## config.mk

```make
export PLATFORM = sky130hd
export DESIGN_NAME = micro_sequencer
export DESIGN_NICKNAME = d
export VERILOG_FILES = /design/src/rtl/micro_sequencer.sv
export SDC_FILE = /design/constraint.sdc
export NUM_CORES = 1
export LEC_CHECK = 0
export CORE_MARGIN = 1.5
export CORE_UTILIZATION = 44
export DETAILED_ROUTE_END_ITERATION = 8
export PLACE_DENSITY = 0.56
export SLEW_MARGIN = 5
export SYNTH_ARGS = -nofsm -noshare
export SYNTH_HDL_FRONTEND = slang
export SYNTH_SLANG_ARGS = --single-unit
```

## constraint.sdc

```tcl
create_clock -name clk -period 3.3 [get_ports clk]
set_clock_uncertainty 0.2 [all_clocks]
set_input_delay 0.99 -clock clk [delete_from_list [all_inputs] [get_ports clk]]
set_output_delay 0.99 -clock clk [all_outputs]
set_load 0.03 [all_outputs]
```

## src/rtl/micro_sequencer.sv

```systemverilog
// micro_sequencer: loadable micro-program control unit with start/busy/done handshake
module micro_sequencer #(
  parameter int REG_ADDR_W = 3,
  parameter int ALU_OP_W = 3,
  parameter int PC_W = 5
) (
  input  logic clk,
  input  logic reset,
  input  logic start,
  input  logic cond,
  input  logic prog_we,
  input  logic [PC_W-1:0] prog_addr,
  input  logic [2+1+3*REG_ADDR_W+ALU_OP_W-1:0] prog_wdata,
  output logic busy,
  output logic done,
  output logic [PC_W-1:0] pc,
  output logic RFSrcMuxSel,
  output logic [REG_ADDR_W-1:0] readAddr1,
  output logic [REG_ADDR_W-1:0] readAddr2,
  output logic [REG_ADDR_W-1:0] writeAddr,
  output logic writeEn,
  output logic outBuf,
  output logic [ALU_OP_W-1:0] aluOP
);
  localparam int INSTR_W = 2 + 1 + 3 * REG_ADDR_W + ALU_OP_W;
  localparam int R = REG_ADDR_W;
  if (PC_W > INSTR_W - 3) begin : g_bad_pc_w
    $error("micro_sequencer: PC_W too wide for instruction word");
  end
  typedef enum logic [1:0] {IDLE, FETCH, EXEC, DONE} state_t;
  state_t state;
  logic [INSTR_W-1:0] mem [2**PC_W];
  logic [INSTR_W-1:0] ir, fw;
  logic [1:0] ft, it;
  assign fw = mem[pc];
  assign ft = fw[INSTR_W-1 -: 2];
  assign it = ir[INSTR_W-1 -: 2];
  always_ff @(posedge clk)
    if (prog_we && state == IDLE) mem[prog_addr] <= prog_wdata;
  // Control outputs are loaded from the fetched word on the FETCH edge so they
  // are registered yet already valid for the whole EXEC cycle.
  always_ff @(posedge clk) begin
    if (reset) begin
      state <= IDLE;
      pc <= '0;
      ir <= '0;
      busy <= 1'b0;
      done <= 1'b0;
      RFSrcMuxSel <= 1'b0;
      readAddr1 <= '0;
      readAddr2 <= '0;
      writeAddr <= '0;
      writeEn <= 1'b0;
      outBuf <= 1'b0;
      aluOP <= '0;
    end else begin
      done <= 1'b0;
      RFSrcMuxSel <= 1'b0;
      readAddr1 <= '0;
      readAddr2 <= '0;
      writeAddr <= '0;
      writeEn <= 1'b0;
      outBuf <= 1'b0;
      aluOP <= '0;
      case (state)
        IDLE: if (start) begin
          state <= FETCH;
          pc <= '0;
          busy <= 1'b1;
        end
        FETCH: begin
          ir <= fw;
          state <= EXEC;
          RFSrcMuxSel <= ft == 2'b00 && fw[INSTR_W-3];
          readAddr1 <= ft[1] ? '0 : fw[INSTR_W-4 -: R];
          readAddr2 <= ft == 2'b00 ? fw[INSTR_W-4-R -: R] : '0;
          writeAddr <= ft == 2'b00 ? fw[ALU_OP_W +: R] : '0;
          writeEn <= ft == 2'b00;
          outBuf <= ft == 2'b01;
          aluOP <= ft == 2'b00 ? fw[ALU_OP_W-1:0] : '0;
        end
        EXEC: if (it == 2'b11) begin
          state <= DONE;
          busy <= 1'b0;
          done <= 1'b1;
        end else begin
          state <= FETCH;
          pc <= (it == 2'b10 && cond == ir[INSTR_W-3]) ? ir[PC_W-1:0] : pc + 1'b1;
        end
        default: state <= IDLE;
      endcase
    end
  end
endmodule

```

==> results of run 1 <==
## cells in the final DEF, fill, tap and decap left out, types with 2 or more instances in the layout
cell               n
o21a_1             3
nor2_1            58
clkinv_2           9
dfxtp_4            2
nor3_1             6
o21ai_0            6
edfxtp_1         480
nand2b_1           5
inv_6              2
clkinv_1           9
clkbuf_1          18
inv_1              3
nand2_1           19
buf_12            14
dfxtp_2            2
dfxtp_1           33
o22ai_1           12
o21bai_1           2
nor2_2            13
and2_1             3
bufinv_16          4
mux2i_1           70
a211oi_1           7
buf_4             73
a22oi_1           19
nand3b_1           5
or3_1              3
clkbuf_16         53
a21oi_1            8
nand3_1            2
nor2b_1            9
mux4_2           114
and3_1             5
clkdlybuf4s50_1   46
clkbuf_8           2
## layout make-up
type	instances	area share
clock inverter	24	0.009335
multi-input combinational	380	0.1874
timing repair buffer	133	0.05558
sequential	517	0.6540
clock buffer	73	0.06130
inverter	3	0.0004856
tap	592	0.03194
## worst min-delay path: stages (launching register included)
cell and delay, ns:
dfxtp_1 0.31, nor2_1 0.10, a211oi_1 0.05
## flip-flops by register name (all words and copies together) (netlist names), named ones only
| signal | flops |
|---|---|
| pc | 5 |
| writeEn | 1 |
| state | 2 |
| writeAddr | 3 |
| outBuf | 1 |
| done | 1 |
| mem | 480 |
| readAddr1 | 3 |
| busy | 1 |
| readAddr2 | 3 |
| ir | 8 |
| aluOP | 3 |
| RFSrcMuxSel | 1 |
## worst max-delay path by stage
| stage | start | end | slack (ns) | depth (start not counted) |
|---|---|---|---|---|
| floorplan | prog_addr[1] | mem[12][0] | 0.51 | 3 |
| global placement | prog_addr[4] | mem[16][1] | 0.21 | 4 |
| detailed placement | prog_addr[4] | mem[17][5] | 0.17 | 4 |
| CTS | flip-flop | writeAddr[2] | 0.21 | 7 |
| global route | flip-flop | aluOP[0] | 0.13 | 7 |
| finish | flip-flop | aluOP[0] | 0.31 | 7 |
## layer usage
layer	share of wire	GRT usage
met5	0	0
met4	0.026	0.06362
met3	0.049	0.03092
met2	0.48	0.3123
met1	0.44	0.2841
## where the power goes
group | internal (uW) | total, uW | leakage, uW | switching, uW
logic | 142 | 386 | 0.00176 | 244
clock network | 3310 | 5670 | 0.000804 | 2370
registers | 7200 | 7230 | 0.00462 | 22.8
## metrics by stage
step	total power, uW	cell area, um^2	cells
finish	13290	23190	1722
global route	13720	23190	1722
CTS	13440	23190	1722
detailed placement	7761	21550	1625
global placement	7755	21550	1625
floorplan	7522	19680	945
## cell families (layout without fill, tap and decap cells)
kind of cell	Yosys count	after routing
compound gates	60	60
buf+inv	48	233
simple gates	133	133
fa+ha+maj	1	1
flops	517	517
xor+xnor	1	1
mux	185	185
==> qor.yml, run 1 <==
cts_hold_buf: 0
synth_area_leaders: "edfxtp_1 73%, mux4_2 13%, dfxtp_1 3.8%"
placementRows: 77
critPathArrivalTime_ns: 3.29
die_w_um: 214.5
setup_viol: 0
synth_top_area_cell: "edfxtp_1"
crit_path_max_incr_delay_ns: 0.65
place.gp.congestion: 0.7860
wirelength_mm: 44.19
cts_sinks: 517
grt_max_degree: 39
htree_levels: 2
worst_setup_path_start_kind: "flip-flop"
muxShareOfSynthArea: 0.1666
synth_top_family_by_area: "multiplexers"
crit_family: "simple AND/OR/NAND/NOR gates"
synth_top_flop_cell: "edfxtp_1"
seq_area_um2: 15160
drv_cap: 0
grt_pass1_wl_mm: 65.87
io_buffers: 46
finalHoldViolCount: 0
route.detailed.drc: 0
yosysSeqAreaShare: 0.7700
hold_path_depth: 2
hold_ws_ns: 0.3027
overflow: 0
powerDensity_nw_per_um2: 573.0
routed_via_density: 5.436
synth_most_common_cell: "edfxtp_1"
min_to: "ir[3]"
timing.rr.end: "aluOP[0]"
clkTransAtPathRegs_ns: 0.06
synthArstFlopShare: 0
firstDrtPassIters: 5
yosysWarnings: 0
grt_pass1_vias: 9695
synth_fa_ha_area_frac: 0.0006358
syn_to_final_growth_pct: 17.83
drt_iter0_markers: 828
syn-num-nets: 971
initial_core_util: 0.4450
vias: 9360
yosys.area.top_type_share: 0.7324
avgSynthCellArea_um2: 20.83
slew_violations: 0
fin_crit_ns: 2.988
synth_seq_cells: 517
cp_cell_sequence: "buf_4 -> mux2i_1 -> a22oi_1 -> nand3_1 -> o21ai_0 -> or4_4 -> nor2_1"
antenna_found_initial: 0
multi_input_area_um2: 4345
critPathSlowestCell: "or4_4"
core-area_um2: 44220
hold_start: "ir[3]"
synth_commonest_cells: "480 x edfxtp_1, 114 x mux4_2, 71 x nor2_1"
worstMarginPinSlew_ns: 0.6502
wire_per_inst_um: 25.66
post_cts_resized: 0
power_leakage_uw: 0.007190
synth_edf_count: 480
synth_xor_area_frac: 0.0004450
ant_nets: 0
worstHoldPathType: "flip-flop to flip-flop"
dieArea_um2: 46010
fp.dieH_um: 214.5
synth_cells: 945
diodes: 0
cts_tree: "done"
hpwlAfterDp_mm: 27.38
fin_util: 0.5244
synth_compound_area_frac: 0.02034
slew_headroom: 0.5665
path_max_fanout: 34
ios: 47
cp_num_buf_inv: 1
vdd_ir_drop_max_v: 0.0003820
grt_use_total: 0.1976
synth_cell_type_count: 38
reg2reg_depth: 7
cp.required_ns: 3.60
critPathKind: "flip-flop to flip-flop"
final_nets: 1113
setup_ws_ns: 0.3125
preCtsSetupSlack_ns: 0.1711
r2r_slack_ns: 0.31
clock-root-buffer: "clkbuf_16"
synth-simple-area-share: 0.03109
finalSetupTns_ns: 0
n_fill_cell: 3492
period_share: 0.9053
cts_setup_buffers: 0
rsz0062_at_grt: "false"
numCtsBuffers: 52
timing.fmax_ghz: 0.3347
clock_latency_ns: 0.58
outcome: "completed"
endpoint_kind: "flip-flop"
final_layout_size_suffix_gt1_frac: 0.2584
cts_max_path_buffers: 3
syn_area_um2: 19680
Note: power is estimated with default switching activity, not from simulation.
==> run 2, diff against run 1 <==
--- a/config.mk
+++ b/config.mk
@@ -8,7 +8,7 @@
 export CORE_MARGIN = 1.5
 export CORE_UTILIZATION = 44
 export DETAILED_ROUTE_END_ITERATION = 8
-export PLACE_DENSITY = 0.56
+export PLACE_DENSITY = 0.58
 export SLEW_MARGIN = 5
 export SYNTH_ARGS = -nofsm -noshare
 export SYNTH_HDL_FRONTEND = slang
==> constraint.sdc (replaced) <==
create_clock -name clk -period 2.5 [get_ports clk]
set_clock_uncertainty 0.2 [all_clocks]
set_input_delay 0.75 -clock clk [delete_from_list [all_inputs] [get_ports clk]]
set_output_delay 0.75 -clock clk [all_outputs]
set_load 0.03 [all_outputs]
==> run 2 against run 1 <==
  * Cell count grew 2.4%
  * The flow now finishes with violations (setup timing)
  * Combinational power increased by 41%
  * Largest cell class unchanged
  * Total power up 30%
  * Hold slack worse by 0.0011 ns
  * First-iteration DRC count fell by 13%
  * Utilization grew 1.3 points
  * Critical path depth did not move
  * Sequential power increased by 32%
==> qor.yml, run 2 (synthesis gave the netlist of run 1 again) <==
crit_path_max_incr_delay_ns: 0.50  # -0.15 ns
firstDrtPassIters: 5  # unchanged
final_layout_size_suffix_gt1_frac: 0.3211  # +0.06269
cp.required_ns: 2.82  # -0.78 ns
worstHoldPathType: "flip-flop to flip-flop"
cts_max_path_buffers: 3  # unchanged
cts_hold_buf: 0  # unchanged
cp_num_buf_inv: 2  # +1
path_common_cell: "mux4_2"
initial_core_util: 0.4450  # unchanged
period_share: 1.127  # +0.2213
n_fill_cell: 3469  # -0.66%
die_w_um: 214.5  # unchanged
layout_common_cells: "480 x edfxtp_1, 114 x mux4_2, 105 x buf_4"
ios: 47  # unchanged
reg_top3: "mem: 480 flops, ir: 8 flops, pc: 5 flops"
dieArea_um2: 46010  # unchanged
reg2reg_depth: 7  # unchanged
wirelength_mm: 43.86  # -0.74%
worst_setup_path_start_kind: "flip-flop"
worstMarginPinSlew_ns: 0.4739  # -0.1763 ns
htree_levels: 2  # unchanged
cts_sinks: 517  # unchanged
final_nets: 1159  # +4.1%
route.detailed.drc: 0  # unchanged
fin_crit_ns: 2.816  # -0.1710 ns
clock_latency_ns: 0.58  # about the same
crit_family: "multiplexers"
min_to: "ir[4]"
critPathArrivalTime_ns: 3.13  # -0.16 ns
io_buffers: 46  # unchanged
hold_path_depth: 2  # unchanged
setup_ws_ns: -0.3165  # -0.6290 ns
layout.cells.most_common: "edfxtp_1"
critPathSlowestCell: "mux4_2"
placementRows: 77  # unchanged
grt_pass1_vias: 9911  # +2.2%
grt_max_degree: 47  # +21%
power_leakage_uw: 0.007559  # +5.1%
cts_tree: "done"
cp_cell_sequence: "buf_8 -> mux4_2 -> mux4_2 -> mux2_4 -> buf_4 -> or4_4 -> nor2_2"
outcome: "complete, but fails checks"
finalHoldViolCount: 0  # unchanged
timing.rr.end: "RFSrcMuxSel"
diodes: 0  # unchanged
place.gp.congestion: 0.7757  # -1.3%
slew_headroom: 0.6836  # +0.1171
hold_ws_ns: 0.3016  # -0.001062 ns
grt_pass1_wl_mm: 64.68  # -1.8%
antenna_found_initial: 0  # unchanged
hold_start: "ir[4]"
grt_use_total: 0.1926  # -0.005012
ant_nets: 0  # unchanged
violations: "setup timing"
syn_to_final_growth_pct: 20.85
largest_reg_flops: 480  # unchanged
routed_via_density: 5.439  # about the same
rsz0062_at_grt: "true"
slew_violations: 0  # unchanged
wire_per_inst_um: 24.88  # -3.0%
drv_cap: 0  # unchanged
critPathKind: "flip-flop to flip-flop"
vdd_ir_drop_max_v: 0.0005653  # +48%
overflow: 0  # unchanged
core-area_um2: 44220  # unchanged
clkTransAtPathRegs_ns: 0.06  # about the same
timing.fmax_ghz: 0.3551  # +6.1%
hpwlAfterDp_mm: 26.77  # -2.2%
powerDensity_nw_per_um2: 724.4  # +26%
regMostFlops: "mem"
r2r_slack_ns: -0.32  # -0.63 ns
endpoint_kind: "flip-flop"
clock-root-buffer: "clkbuf_16"
path_max_fanout: 5  # -85%
numCtsBuffers: 51  # -1.9%
finalSetupTns_ns: -3.029  # -3.029 ns
drt_iter0_markers: 722  # -13%
setup_viol: 15  # +15
vias: 9589  # +2.4%
fp.dieH_um: 214.5  # unchanged
## run 2: layout make-up
type                            instances  area (um^2)  share of cell area
Sequential cell                       517        15170              0.6377
Timing Repair Buffer                  179         1757             0.07386
Inverter                                3        11.26           0.0004735
Clock buffer                           70         1420             0.05971
Clock inverter                         21        126.4            0.005314
Tap cell                              592        740.7             0.03114
Multi-Input combinational cell        381         4561              0.1918
## run 2: what timing repair did
item	CTS	global route
gates cloned	2	1
gates resized for setup	60	36
endpoints found under the setup margin	43	22
setup buffers	8	5
pin swaps	9	11
## run 2: tightest hold or removal path: cells and delay by family, from the launching register on
kind | cells | cell delay, ns
flip-flops | 1 | 0.31
AND/OR/NAND/NOR | 1 | 0.10
AO/OA/AOI/OAI | 1 | 0.05
## run 2: stage by stage
step,setup slack (ns),total power (uW),cells,util,area [um^2]
6_report,-0.3165,17230,1763,0.5378,23780
3_5_place_dp,-0.3877,10250,1658,0.4935,21820
3_3_place_gp,-0.3636,10240,1658,0.4935,21820
4_1_cts,-0.2910,17370,1759,0.5340,23610
5_1_grt,-0.3823,17690,1763,0.5378,23780
2_1_floorplan,-0.1117,9931,945,-,19710
## run 2: how the worst max path moves through the flow
stage	startpoint	to	slack [ns]	cells past startpoint
2_1_floorplan	flip-flop	RFSrcMuxSel	-0.11	7
3_3_place_gp	prog_addr[4]	mem[3][4]	-0.36	5
3_5_place_dp	prog_addr[4]	mem[3][12]	-0.39	5
4_1_cts	flip-flop	readAddr2[1]	-0.29	6
5_1_grt	flip-flop	readAddr2[1]	-0.38	6
6_report	flip-flop	RFSrcMuxSel	-0.32	7
## run 2: report_power, final
part	switching [uW]	internal (uW)	leakage (uW)
combinational	335	211	0.00218
clock	3100	4050	0.000753
sequential	24.6	9510	0.00462
## run 2: metal layers
layer,share of wire,vias to the layer above,global-route usage
met1,0.44,5007,0.2725
met4,0.026,0,0.06479
li1,-,4270,-
met3,0.044,64,0.02440
met2,0.49,248,0.3122
met5,0,-,0
==> run 3, diff against run 2 <==
--- a/config.mk
+++ b/config.mk
@@ -8,7 +8,9 @@
 export CORE_MARGIN = 1.5
 export CORE_UTILIZATION = 44
 export DETAILED_ROUTE_END_ITERATION = 8
-export PLACE_DENSITY = 0.58
+export GPL_ROUTABILITY_DRIVEN = 0
+export PLACE_DENSITY = 0.56
+export RECOVER_POWER = 25
 export SLEW_MARGIN = 5
 export SYNTH_ARGS = -nofsm -noshare
 export SYNTH_HDL_FRONTEND = slang
==> constraint.sdc (replaced) <==
create_clock -name clk -period 2.6 [get_ports clk]
set_clock_uncertainty 0.2 [all_clocks]
set_input_delay 0.78 -clock clk [delete_from_list [all_inputs] [get_ports clk]]
set_output_delay 0.78 -clock clk [all_outputs]
set_load 0.03 [all_outputs]
==> run 3 against run 2 <==
  * The run still ends with setup timing left
  * Combinational power is 7.5% lower
  * Total power is 0.91% lower
  * Die area stayed put
  * Sequential power is 3.8% lower
  * First-iteration DRC count is 12% higher
  * Cell count hardly changed
  * Setup slack better by 0.16 ns
  * Largest power group unchanged
  * Highest routed layer unchanged
==> qor.yml, run 3 (synthesis gave the netlist of run 1 again) <==
cts_hold_buf: 0  # unchanged
layout.cells.most_common: "edfxtp_1"
placed_cells: 1666  # +0.48%
setup_ws_ns: -0.1596  # +0.1569 ns
finalHoldViolCount: 0  # unchanged
route.detailed.drc: 0  # unchanged
fp.dieH_um: 214.5  # unchanged
critPathArrivalTime_ns: 3.08  # -0.05 ns
dr.max_layer_used: "met4"
critPathKind: "flip-flop to flip-flop"
clock-root-buffer: "clkbuf_16"
outcome: "complete, but fails checks"
power_uw: 17070  # -0.91%
io_buffers: 46  # unchanged
fin_crit_ns: 2.760  # -0.05686 ns
grt_max_degree: 50  # +6.4%
p_comb_frac: 0.030  # -0.002
switching_share: 0.1971  # -0.003561
vdd_ir_drop_max_v: 0.0006319  # +12%
antenna_found_initial: 0  # unchanged
wire_per_inst_um: 24.91  # +0.11%
placed_area_um2: 21800  # -0.13%
route.met2.wl_mm: 21.52  # +0.94%
clkTransAtPathRegs_ns: 0.06  # about the same
dieArea_um2: 46010  # unchanged
preCtsSetupSlack_ns: -0.2361  # +0.1516 ns
wl_met3_mm: 2.116  # +9.5%
multi_input_area_um2: 4350  # -4.6%
slew_headroom: 0.02406  # -0.6596
n_fill_cell: 3471  # +0.058%
die_w_um: 214.5  # unchanged
final_area_um2: 23530  # -1.1%
overflow: 0  # unchanged
p_seq_frac: 0.537  # -0.016
cp.required_ns: 2.92  # +0.10 ns
slew_violations: 0  # unchanged
fin_util: 0.5320  # -0.005800
firstDrtPassIters: 5  # unchanged
endpoint_kind: "flip-flop"
powerDensity_nw_per_um2: 725.6  # +0.17%
layout_common_cells: "480 x edfxtp_1, 114 x mux4_2, 100 x buf_4"
violations: "setup timing"
final_cell_count_no_fill: 1764  # +0.057%
htree_levels: 2  # unchanged
hold_start: "ir[3]"
switching_power_uw: 3364  # -2.7%
drv_cap: 0  # unchanged
wl_met1_mm: 19.11  # -2.0%
p_clk_frac: 0.433  # +0.018
core-area_um2: 44220  # unchanged
worst_setup_path_start_kind: "flip-flop"
drt_iter0_markers: 809  # +12%
cts_sinks: 517  # unchanged
initial_core_util: 0.4450  # unchanged
grt_pass1_vias: 9778  # -1.3%
wirelength_mm: 43.94  # +0.16%
worstMarginPinSlew_ns: 1.464  # +0.9900 ns
power_leakage_uw: 0.007534  # -0.32%
path_max_fanout: 6  # +1
setup_viol: 11  # -4
clock_latency_ns: 0.58  # about the same
reg_top3: "mem: 480 flops, ir: 8 flops, pc: 5 flops"
cts_tree: "done"
final_layout_size_suffix_gt1_frac: 0.2730  # -0.04806
placementRows: 77  # unchanged
seq_area_um2: 15160  # about the same
hpwlAfterDp_mm: 28.51  # +6.5%
grt_use_total: 0.1947  # +0.002076
grt_pass1_wl_mm: 64.82  # +0.21%
vias: 9563  # -0.27%
timing.fmax_ghz: 0.3624  # +2.1%
final_nets: 1157  # -0.17%
diodes: 0  # unchanged
ant_nets: 0  # unchanged
regMostFlops: "mem"
rsz0062_at_grt: "true"
period_share: 1.061  # -0.06520
p_int_uw: 13710  # -0.47%
worstHoldPathType: "flip-flop to flip-flop"
routed_via_density: 5.421  # -0.33%
largest_reg_flops: 480  # unchanged
cts_max_path_buffers: 3  # unchanged
syn_to_final_growth_pct: 19.54
ios: 47  # unchanged
numCtsBuffers: 52  # +2.0%
run 3: layout make-up:
cell class,instances,share of cell area
clock inverter,23,0.01010
tap,592,0.03148
multi-input combinational,381,0.1849
timing repair buffer,176,0.06690
sequential,517,0.6446
clock buffer,72,0.06153
inverter,3,0.0004786
run 3: power by group through the flow:
stage          logic [uW]  registers, uW  clock network, uW
2_1_floorplan         198           9350                  0
3_3_place_gp          518           9340                  0
4_1_cts               527           9170               7560
6_report              505           9170               7390
3_5_place_dp          525           9340                  0
5_1_grt               547           9170               7860
run 3: path summary, 6_finish.rpt:
| kind | endpoint | slack [ns] | cells after the start |
|---|---|---|---|
| setup / recovery | readAddr2[1] | -0.16 | 6 |
| hold / removal | ir[3] | 0.30 | 2 |
| setup reg to reg | readAddr2[1] | -0.16 | 6 |
| hold reg to reg | ir[3] | 0.30 | 2 |
run 3: repair_timing:
item,in CTS,in global routing
pin swaps,5,2
endpoints found under the setup margin,31,19
resized for setup,26,9
gates cloned,1,0
buffers inserted,2,0
run 3: metal layers:
layer | up-vias | track usage
met5 | - | 0
met4 | 0 | 0.06221
met3 | 66 | 0.03532
met2 | 261 | 0.3179
met1 | 4963 | 0.2672
li1 | 4273 | -
run 3: metrics by stage:
step / hold slack [ns] / setup TNS, ns
after global placement: 0.2779 / -39.01
after detailed placement: 0.2928 / -43.68
final: 0.3003 / -1.430
after CTS: 0.3012 / -1.357
after floorplan: 0.2775 / -0.1053
after global routing: 0.3288 / -2.475
run 3: critical path, cell delays in order (launching register included):
cell     delay, ns
dfxtp_4       0.36
buf_12        0.12
mux4_2        0.50
mux4_2        0.48
mux2_4        0.30
or4_4         0.55
a31oi_1       0.18
